## src/rtl/rf_write_arbiter.sv

```systemverilog
// Register-file write-port arbiter: WB stage has priority, LU results are buffered and drained in idle slots.
// Optional statistics outputs (stat_conflicts, stat_stalls) are built when RF_ARB_STATS_EN is defined.
module rf_write_arbiter #(
  parameter int DEPTH      = 2,
  parameter int STARVE_MAX = 4
) (
  input  logic        clk,
  input  logic        rst,
  input  logic        wb_valid,
  input  logic [4:0]  wb_reg,
  input  logic [31:0] wb_data,
  input  logic        lu_issue,
  input  logic [4:0]  lu_issue_reg,
  input  logic        lu_valid,
  output logic        lu_ready,
  input  logic [4:0]  lu_reg,
  input  logic [31:0] lu_data,
  output logic        wb_stall,
  output logic [31:0] busy,
  output logic        RegWrite,
  output logic [4:0]  WriteReg,
  output logic [31:0] WriteData
`ifdef RF_ARB_STATS_EN
  ,
  output logic [15:0] stat_conflicts,
  output logic [15:0] stat_stalls
`endif
);

  localparam int AW = $clog2(DEPTH);
  localparam int CW = AW + 1;
  localparam int SW = $clog2(STARVE_MAX) + 1;

  typedef enum logic {NORMAL, FORCE} state_t;

  state_t         state;
  logic [SW-1:0]  starve_cnt;
  logic [4:0]     fifo_reg  [DEPTH];
  logic [31:0]    fifo_data [DEPTH];
  logic [AW-1:0]  wr_ptr;
  logic [AW-1:0]  rd_ptr;
  logic [CW-1:0]  count;

  logic           wb_req;
  logic           wb_grant;
  logic           head_valid;
  logic           head_grant;
  logic           push;
  logic [4:0]     head_reg;
  logic [31:0]    head_data;
  logic [31:0]    busy_next;

  // wb_valid is ignored while stalled; an r0 WB request leaves the slot free for the head.
  assign wb_req     = wb_valid & ~wb_stall;
  assign wb_grant   = wb_req & (wb_reg != 5'd0);
  assign head_valid = (count != '0);
  assign head_grant = head_valid & ~wb_grant;
  assign lu_ready   = (count != CW'(DEPTH));
  assign push       = lu_valid & lu_ready;
  assign head_reg   = fifo_reg[rd_ptr];
  assign head_data  = fifo_data[rd_ptr];

  // A new issue to the same register outranks the retiring write.
  always_comb begin
    busy_next = busy;
    if (head_grant) busy_next[head_reg] = 1'b0;
    if (lu_issue) busy_next[lu_issue_reg] = 1'b1;
    busy_next[0] = 1'b0;
  end

  always_ff @(posedge clk) begin
    if (push) begin
      fifo_reg[wr_ptr]  <= lu_reg;
      fifo_data[wr_ptr] <= lu_data;
    end
  end

  always_ff @(posedge clk) begin
    if (!rst) begin
      state      <= NORMAL;
      starve_cnt <= '0;
      wr_ptr     <= '0;
      rd_ptr     <= '0;
      count      <= '0;
      busy       <= '0;
      wb_stall   <= 1'b0;
      RegWrite   <= 1'b0;
      WriteReg   <= 5'd0;
      WriteData  <= 32'd0;
    end else begin
      if (wb_grant) begin
        RegWrite  <= 1'b1;
        WriteReg  <= wb_reg;
        WriteData <= wb_data;
      end else if (head_grant && head_reg != 5'd0) begin
        RegWrite  <= 1'b1;
        WriteReg  <= head_reg;
        WriteData <= head_data;
      end else begin
        RegWrite  <= 1'b0;
      end

      busy  <= busy_next;
      count <= count + CW'(push) - CW'(head_grant);
      if (push) wr_ptr <= wr_ptr + 1'b1;
      if (head_grant) rd_ptr <= rd_ptr + 1'b1;

      case (state)
        NORMAL: begin
          if (head_valid && !head_grant) begin
            if (starve_cnt == SW'(STARVE_MAX - 1)) begin
              state      <= FORCE;
              wb_stall   <= 1'b1;
              starve_cnt <= '0;
            end else begin
              starve_cnt <= starve_cnt + 1'b1;
            end
          end else begin
            starve_cnt <= '0;
          end
        end
        FORCE: begin
          state      <= NORMAL;
          wb_stall   <= 1'b0;
          starve_cnt <= '0;
        end
        default: begin
          state    <= NORMAL;
          wb_stall <= 1'b0;
        end
      endcase
    end
  end

`ifdef RF_ARB_STATS_EN
  always_ff @(posedge clk) begin
    if (!rst) begin
      stat_conflicts <= 16'd0;
      stat_stalls    <= 16'd0;
    end else begin
      if (wb_req && head_valid && stat_conflicts != 16'hFFFF)
        stat_conflicts <= stat_conflicts + 16'd1;
      if (state == FORCE && stat_stalls != 16'hFFFF)
        stat_stalls <= stat_stalls + 16'd1;
    end
  end
`endif

endmodule

```

## config.mk

```make
export PLATFORM = sky130hd
export DESIGN_NAME = rf_write_arbiter
export DESIGN_NICKNAME = d
export VERILOG_FILES = /design/src/rtl/rf_write_arbiter.sv
export SDC_FILE = /design/constraint.sdc
export NUM_CORES = 1
export LEC_CHECK = 0
export ABC_AREA = 1
export CELL_PAD_IN_SITES_DETAIL_PLACEMENT = 1
export CELL_PAD_IN_SITES_GLOBAL_PLACEMENT = 1
export CORE_MARGIN = 1.5
export CORE_UTILIZATION = 46
export CTS_BUF_LIST = sky130_fd_sc_hd__clkbuf_16
export CTS_CLUSTER_SIZE = 20
export DETAILED_ROUTE_END_ITERATION = 8
export DONT_BUFFER_PORTS = 1
export GPL_ROUTABILITY_DRIVEN = 0
export PLACE_DENSITY = 0.89
export SYNTH_ARGS = -nofsm -noshare
export SYNTH_HDL_FRONTEND = slang
export SYNTH_SLANG_ARGS = --single-unit
export TNS_END_PERCENT = 10
```

## constraint.sdc

```tcl
create_clock -name clk -period 4.1 [get_ports clk]
set_input_delay 1.23 -clock clk [delete_from_list [all_inputs] [get_ports clk]]
set_output_delay 1.23 -clock clk [all_outputs]
set_load 0.05 [all_outputs]
```

==> metrics.md, run 1 <==
| Metric | Value |
|---|---|
| Status | `completed` |
| LEAKAGE | `3.10 nW` |
| Synth area leaders | `edfxtp_1 (33%), dfxtp_1 (24%), nand2_1 (19%)` |
| Post-synth top cells | `nand2_1 (340), nor2_1 (95), dfxtp_1 (79)` |
| Clk root buf | `clkbuf_16` |
| Avg Vias per Cell | `5.29` |
| Die area | `0.0153 mm^2` |
| Hold path cells | `1` |
| Share of cells above drive strength 1 | `0.0797` |
| Pwr dens | `674 mW/mm^2` |
| Drt pass-1 iters | `4` |
| Setup CP Type | `input port to register` |
| Post-CTS sizing | `0` |
| Hold Fails Final Rpt | `0` |
| Final wirelength | `18300 um` |
| Slew at the pin closest to its max-slew limit | `1090 ps` |
| Hold_sp | `starve_cnt[0]$_SDFF_PP0_` |
| Seq/Total Area, Yosys | `0.567` |
| Sink Count | `153` |
| CTS max path bufs | `2` |
| Max reg flops | `64` |
| RSZ-0062 raised after global routing | `false` |
| Pins Over Slew Limit | `0` |
| Remaining antenna violation count | `0` |
| Area leader, netlist | `edfxtp_1` |
| Post-synth EDFFs | `74` |
| Slew margin rel. | `0.267` |
| Congestion Overflow GR | `0` |
| Hold path endpoint | `starve_cnt[0]$_SDFF_PP0_` |
| Max IR drop VDD | `0.404 mV` |
| DRC viols | `0` |
| Dpl hpwl | `12100 um` |
| Port Buf Inserts | `0` |
| Min-delay worst type | `register to register` |
| M1 GR Usage | `0.291` |
| GR peak layer | `met2` |
| F_max | `320 MHz` |
| Reg2Reg Depth | `11` |
| Total setup buffers inserted after CTS | `0` |
| Reg2reg start | `wb_stall$_SDFFE_PN0P_` |
| Total Routing Usage GR | `0.246` |
| Post-Syn Nets | `926` |
| Crit path max fanout | `30` |
| Flop2flop setup slack | `1120 ps` |
| First-pass GRT wire length | `27900 um` |
| Per-cell routed wire length | `17.9 um` |
| CTS tree | `done` |
| GR Layer Usage met2 | `0.404` |
| YS warnings | `0` |
| Top-count cell post-synth | `nand2_1` |
| RR Endpoint | `count[1]$_SDFF_PN0_` |
| Synth top area share | `0.331` |
| # setup viols final | `0` |
| Yosys reg bits | `153` |
| Min Tclk post-route | `3130 ps` |
| Total CTS buffers | `17` |
| Main flop type after synthesis | `dfxtp_1` |
| CP Launch Point | `wb_reg[3]` |
| Cells after synthesis | `839` |
| Total Power | `4.95 mW` |
| Largest net degree at the start of global routing | `48` |
| Setup TNS | `0 ps` |
| Die Ht | `124 um` |
| Via count | `5396` |
| Vias in the first global route | `5412` |
| Clock-pin slew on the worst setup and hold paths | `60 ps` |
| MaxCap Viol Count | `0` |
| Worst Path Required | `4420 ps` |
| Clock Skew | `6.40 ps` |
| Worst-skew pair later-pin latency | `420 ps` |
| Chip width | `124 um` |
| Synth cell types | `25` |
| Synthesized cell area | `0.00671 mm^2` |
| WHS | `419 ps` |
| N_diodes | `0` |
| Asr flop ratio synth | `0` |
| Initial antenna violation count | `0` |
| # H-tree levels | `4` |
| # rows | `43` |
| GR met3 Demand/Resource | `0.0980` |
| Top reg by flops | `fifo_data` |
| Biggest regs | `fifo_data (64), WriteData (32), busy (31)` |
| Critical path capture point type | `register` |
| Syn_area_per_cell | `8.00 um^2` |
| # IOs | `156` |
| Critical Path Source Type | `input port` |
| Area growth, synth to finish | `9.47%` |
| Arrival time of the worst setup path | `3440 ps` |
| Initial DRC count | `383` |
| Initial Util | `0.478` |
| Period utilization | `0.763` |
| CTS Hold Bufs | `0` |
| Core ar. | `0.0140 mm^2` |
| Layout net count | `915` |
-- final cells by class --
class,instances,area [um^2]
Clock inverter,15,120
Inverter,67,251
Fill cell,1680,6690
Sequential cell,153,3800
Tap cell,180,225
Clock buffer,17,425
Multi-Input combinational cell,581,2460
Timing Repair Buffer,8,60.1
-- cell families after synthesis --
kind of cell             count (synthesis)  share of synthesized area
AO/OA/AOI/OAI                           54                     0.0408
adder cells (fa/ha/maj)                  3                    0.00559
other                                    1                   0.000559
XOR/XNOR                                 1                    0.00130
flip-flops                             153                      0.567
AND/OR/NAND/NOR                        522                      0.316
buffers and inverters                  105                     0.0695
-- layer usage --
layer  wire [um]  vias up
met1        7340     2592
li1            -     2601
met4         399        0
met3        1610       31
met2        8930      172
met5           0        -
-- critical path, cell delays in order --
cell	delay [ps]
nor2_1	80
nand3_1	170
nand2_2	480
nand2_1	420
nor2_1	250
inv_1	100
nand2_1	70
ha_1	160
xor2_1	240
inv_1	70
nor2_1	120
nor2_1	60
-- cell usage in the layout, fill, tap and decap left out, drive strengths merged --
cell,Yosys,final
a21oi,34,34
buf,25,8
bufinv,0,2
clkbuf,13,17
clkinv,0,8
clkinvlp,0,2
conb,1,1
dfxtp,79,79
edfxtp,74,74
ha,3,3
inv,67,70
nand2,347,347
nand3,46,46
nand4,1,1
nor2,116,116
nor3,12,12
o21ai,20,20
xor2,1,1
-- through the flow --
| stage | utilization | std cells | instance area, um^2 | setup slack (ps) |
|---|---|---|---|---|
| 6_report | 0.523 | 1021 | 7350 | 973 |
| 5_1_grt | 0.523 | 1021 | 7350 | 787 |
| 4_1_cts | 0.523 | 1021 | 7350 | 964 |
| 3_5_place_dp | 0.485 | 989 | 6800 | 578 |
| 3_3_place_gp | 0.485 | 989 | 6800 | 736 |
| 2_1_floorplan | - | 839 | 6710 | 743 |
-- how the worst max path moves through the flow --
stage	end	slack, ps	cells after the start
after floorplan	fifo_data[1][0]$_DFFE_PP_	740	2
after global placement	count[1]$_SDFF_PN0_	740	12
after detailed placement	count[1]$_SDFF_PN0_	580	12
after CTS	count[1]$_SDFF_PN0_	960	12
after global routing	count[1]$_SDFF_PN0_	790	12
final	count[1]$_SDFF_PN0_	970	12
-- power by group --
part | internal [mW] | total [mW] | switching, mW
Clock | 0.873 | 1.46 | 0.592
Sequential | 1.86 | 2.33 | 0.472
Combinational | 0.304 | 1.16 | 0.854
Total | 3.03 | 4.95 | 1.92
Note: power is estimated with default switching activity, not from simulation.
==> inputs of run 2 (changes only) <==
--- a/config.mk
+++ b/config.mk
@@ -9,13 +9,13 @@
 export CELL_PAD_IN_SITES_DETAIL_PLACEMENT = 1
 export CELL_PAD_IN_SITES_GLOBAL_PLACEMENT = 1
 export CORE_MARGIN = 1.5
-export CORE_UTILIZATION = 46
+export CORE_UTILIZATION = 41
 export CTS_BUF_LIST = sky130_fd_sc_hd__clkbuf_16
 export CTS_CLUSTER_SIZE = 20
 export DETAILED_ROUTE_END_ITERATION = 8
 export DONT_BUFFER_PORTS = 1
 export GPL_ROUTABILITY_DRIVEN = 0
-export PLACE_DENSITY = 0.89
+export PLACE_DENSITY = 0.84
 export SYNTH_ARGS = -nofsm -noshare
 export SYNTH_HDL_FRONTEND = slang
 export SYNTH_SLANG_ARGS = --single-unit
==> constraint.sdc (replaced) <==
create_clock -name clk -period 2.5 [get_ports clk]
set_input_delay 0.75 -clock clk [delete_from_list [all_inputs] [get_ports clk]]
set_output_delay 0.75 -clock clk [all_outputs]
set_load 0.05 [all_outputs]
==> metrics.md, run 2 (synthesis gave the netlist of run 1 again) <==
| Metric | Value |
|---|---|
| Status | `completed` |
| Crit path max-delay cell type | `dfxtp_2` |
| Congestion Overflow GR | `0` |
| Hold Fails Final Rpt | `0` |
| Max reg flops | `64` |
| Total CTS buffers | `17` |
| CTS max path bufs | `2` |
| Layout net count | `927` |
| Pins Over Slew Limit | `0` |
| Avg Vias per Cell | `4.99` |
| WP buf/inv | `3` |
| Clock Skew | `16.2 ps` |
| Setup slack after placement | `237 ps` |
| Die area | `0.0172 mm^2` |
| # rows | `46` |
| Critical Path Source Type | `register` |
| Initial DRC count | `248` |
| Arrival time of the worst setup path | `2330 ps` |
| Via count | `5340` |
| Total Power | `8.60 mW` |
| Min Tclk post-route | `2020 ps` |
| Commonest non-fill, non-tap cells in the layout | `nand2_1 (338), nor2_1 (93), dfxtp_1 (78), edfxtp_1 (74), inv_1 (65)` |
| Chip width | `131 um` |
| # H-tree levels | `4` |
| CTS tree | `done` |
| Final wirelength | `18000 um` |
| Initial antenna violation count | `1` |
| Clk root buf | `clkbuf_16` |
| Slew margin rel. | `0.530` |
| Total setup buffers inserted after CTS | `0` |
| Sink Count | `153` |
| Clock-pin slew on the worst setup and hold paths | `70 ps` |
| Core ar. | `0.0159 mm^2` |
| Pwr dens | `1130 mW/mm^2` |
| Dpl hpwl | `12400 um` |
| # setup viols final | `0` |
| DRC viols | `0` |
| Per-cell routed wire length | `16.8 um` |
| Total Routing Usage GR | `0.216` |
| # IOs | `156` |
| Biggest regs | `fifo_data (64), WriteData (32), busy (31)` |
| Vias in the first global route | `5323` |
| Critical path capture point type | `register` |
| CP top delay family | `simple AND/OR/NAND/NOR gates` |
| Worst-skew pair later-pin latency | `430 ps` |
| LEAKAGE | `3.22 nW` |
| Die Ht | `131 um` |
| Largest net degree at the start of global routing | `50` |
| Critical-path cell list | `inv_2, nand2_1, nand2_2, inv_2, nand4_1, nand2_2, buf_12, nor2_1, nor2_1` |
| Min-delay worst type | `input port to register` |
| Initial Util | `0.421` |
| Period utilization | `0.806` |
| Slew at the pin closest to its max-slew limit | `699 ps` |
| Max IR drop VDD | `0.613 mV` |
| MaxCap Viol Count | `0` |
| Placed instance count | `1037` |
| Share of cells above drive strength 1 | `0.101` |
| CTS Hold Bufs | `0` |
| First-pass GRT wire length | `27700 um` |
| Drt pass-1 iters | `4` |
| Top reg by flops | `fifo_data` |
| F_max | `496 MHz` |
| Setup ws final | `485 ps` |
| Commonest non-fill, non-tap cell in the layout | `nand2_1` |
| Post-CTS sizing | `0` |
| Remaining antenna violation count | `0` |
| Setup CP Type | `register to register` |
| Max incr delay on CP | `330 ps` |
| Port Buf Inserts | `0` |
| WHS | `413 ps` |
| Final non-filler cell total | `1071` |
| Worst Path Required | `2820 ps` |
| Area growth, synth to finish | `13.5%` |
| RSZ-0062 raised after global routing | `false` |
| Crit path max fanout | `23` |
==> run 2: cell count changes in the layout (fill, tap and decap cells not counted), sizes merged <==
cell / previous run / this run
buf: 8 / 20
bufinv: 2 / 4
clkbuf: 17 / 18
clkinv: 8 / 6
clkinvlp: 2 / 0
diode: 0 / 2
inv: 70 / 71
==> run 2: layout make-up <==
cell class	count	area [um^2]
fill	1939	8320
sequential	153	3800
multi-input combinational	581	2460
clock buffer	18	450
tap	216	270
inverter	67	251
clock inverter	14	190
timing repair buffer	20	188
antenna	2	5.00
==> run 2: layer usage <==
layer | up-vias | GRT usage | share of wire
li1 | 2635 | - | -
met1 | 2534 | 0.249 | 0.41
met3 | 27 | 0.0924 | 0.090
met2 | 144 | 0.361 | 0.48
met4 | 0 | 0.0769 | 0.020
met5 | - | 0 | 0
==> run 2: worst paths after layout <==
path                                     end  depth (start not counted)                startpoint  slack [ps]
setup reg to reg  WriteData[17]$_SDFFE_PN0P_                          9                  register         480
setup / recovery  WriteData[17]$_SDFFE_PN0P_                          9                  register         480
hold / removal    fifo_data[0][27]$_DFFE_PP_                          0               lu_data[27]         410
hold reg to reg     starve_cnt[0]$_SDFF_PP0_                          1  starve_cnt[0]$_SDFF_PP0_         420
==> run 2: report_power, final <==
group	switching, mW	internal (mW)	leakage (nW)
clock network	1.06	1.74	0.316
logic	1.40	0.571	1.56
registers	0.788	3.04	1.34
total	3.25	5.35	3.22
==> run 2: stage by stage <==
step	util	setup TNS, ps	instance area, um^2
2_1_floorplan	-	-15880	6720
3_3_place_gp	0.438	0	6980
3_5_place_dp	0.438	0	6980
4_1_cts	0.478	0	7620
5_1_grt	0.478	0	7620
6_report	0.478	0	7620
==> run 2: worst register-to-register path, delay by kind of cell, from the launching register on <==
kind                   cells  cell delay, ps
AND/OR/NAND/NOR            6             880
buffers and inverters      3             690
flip-flops                 1             330
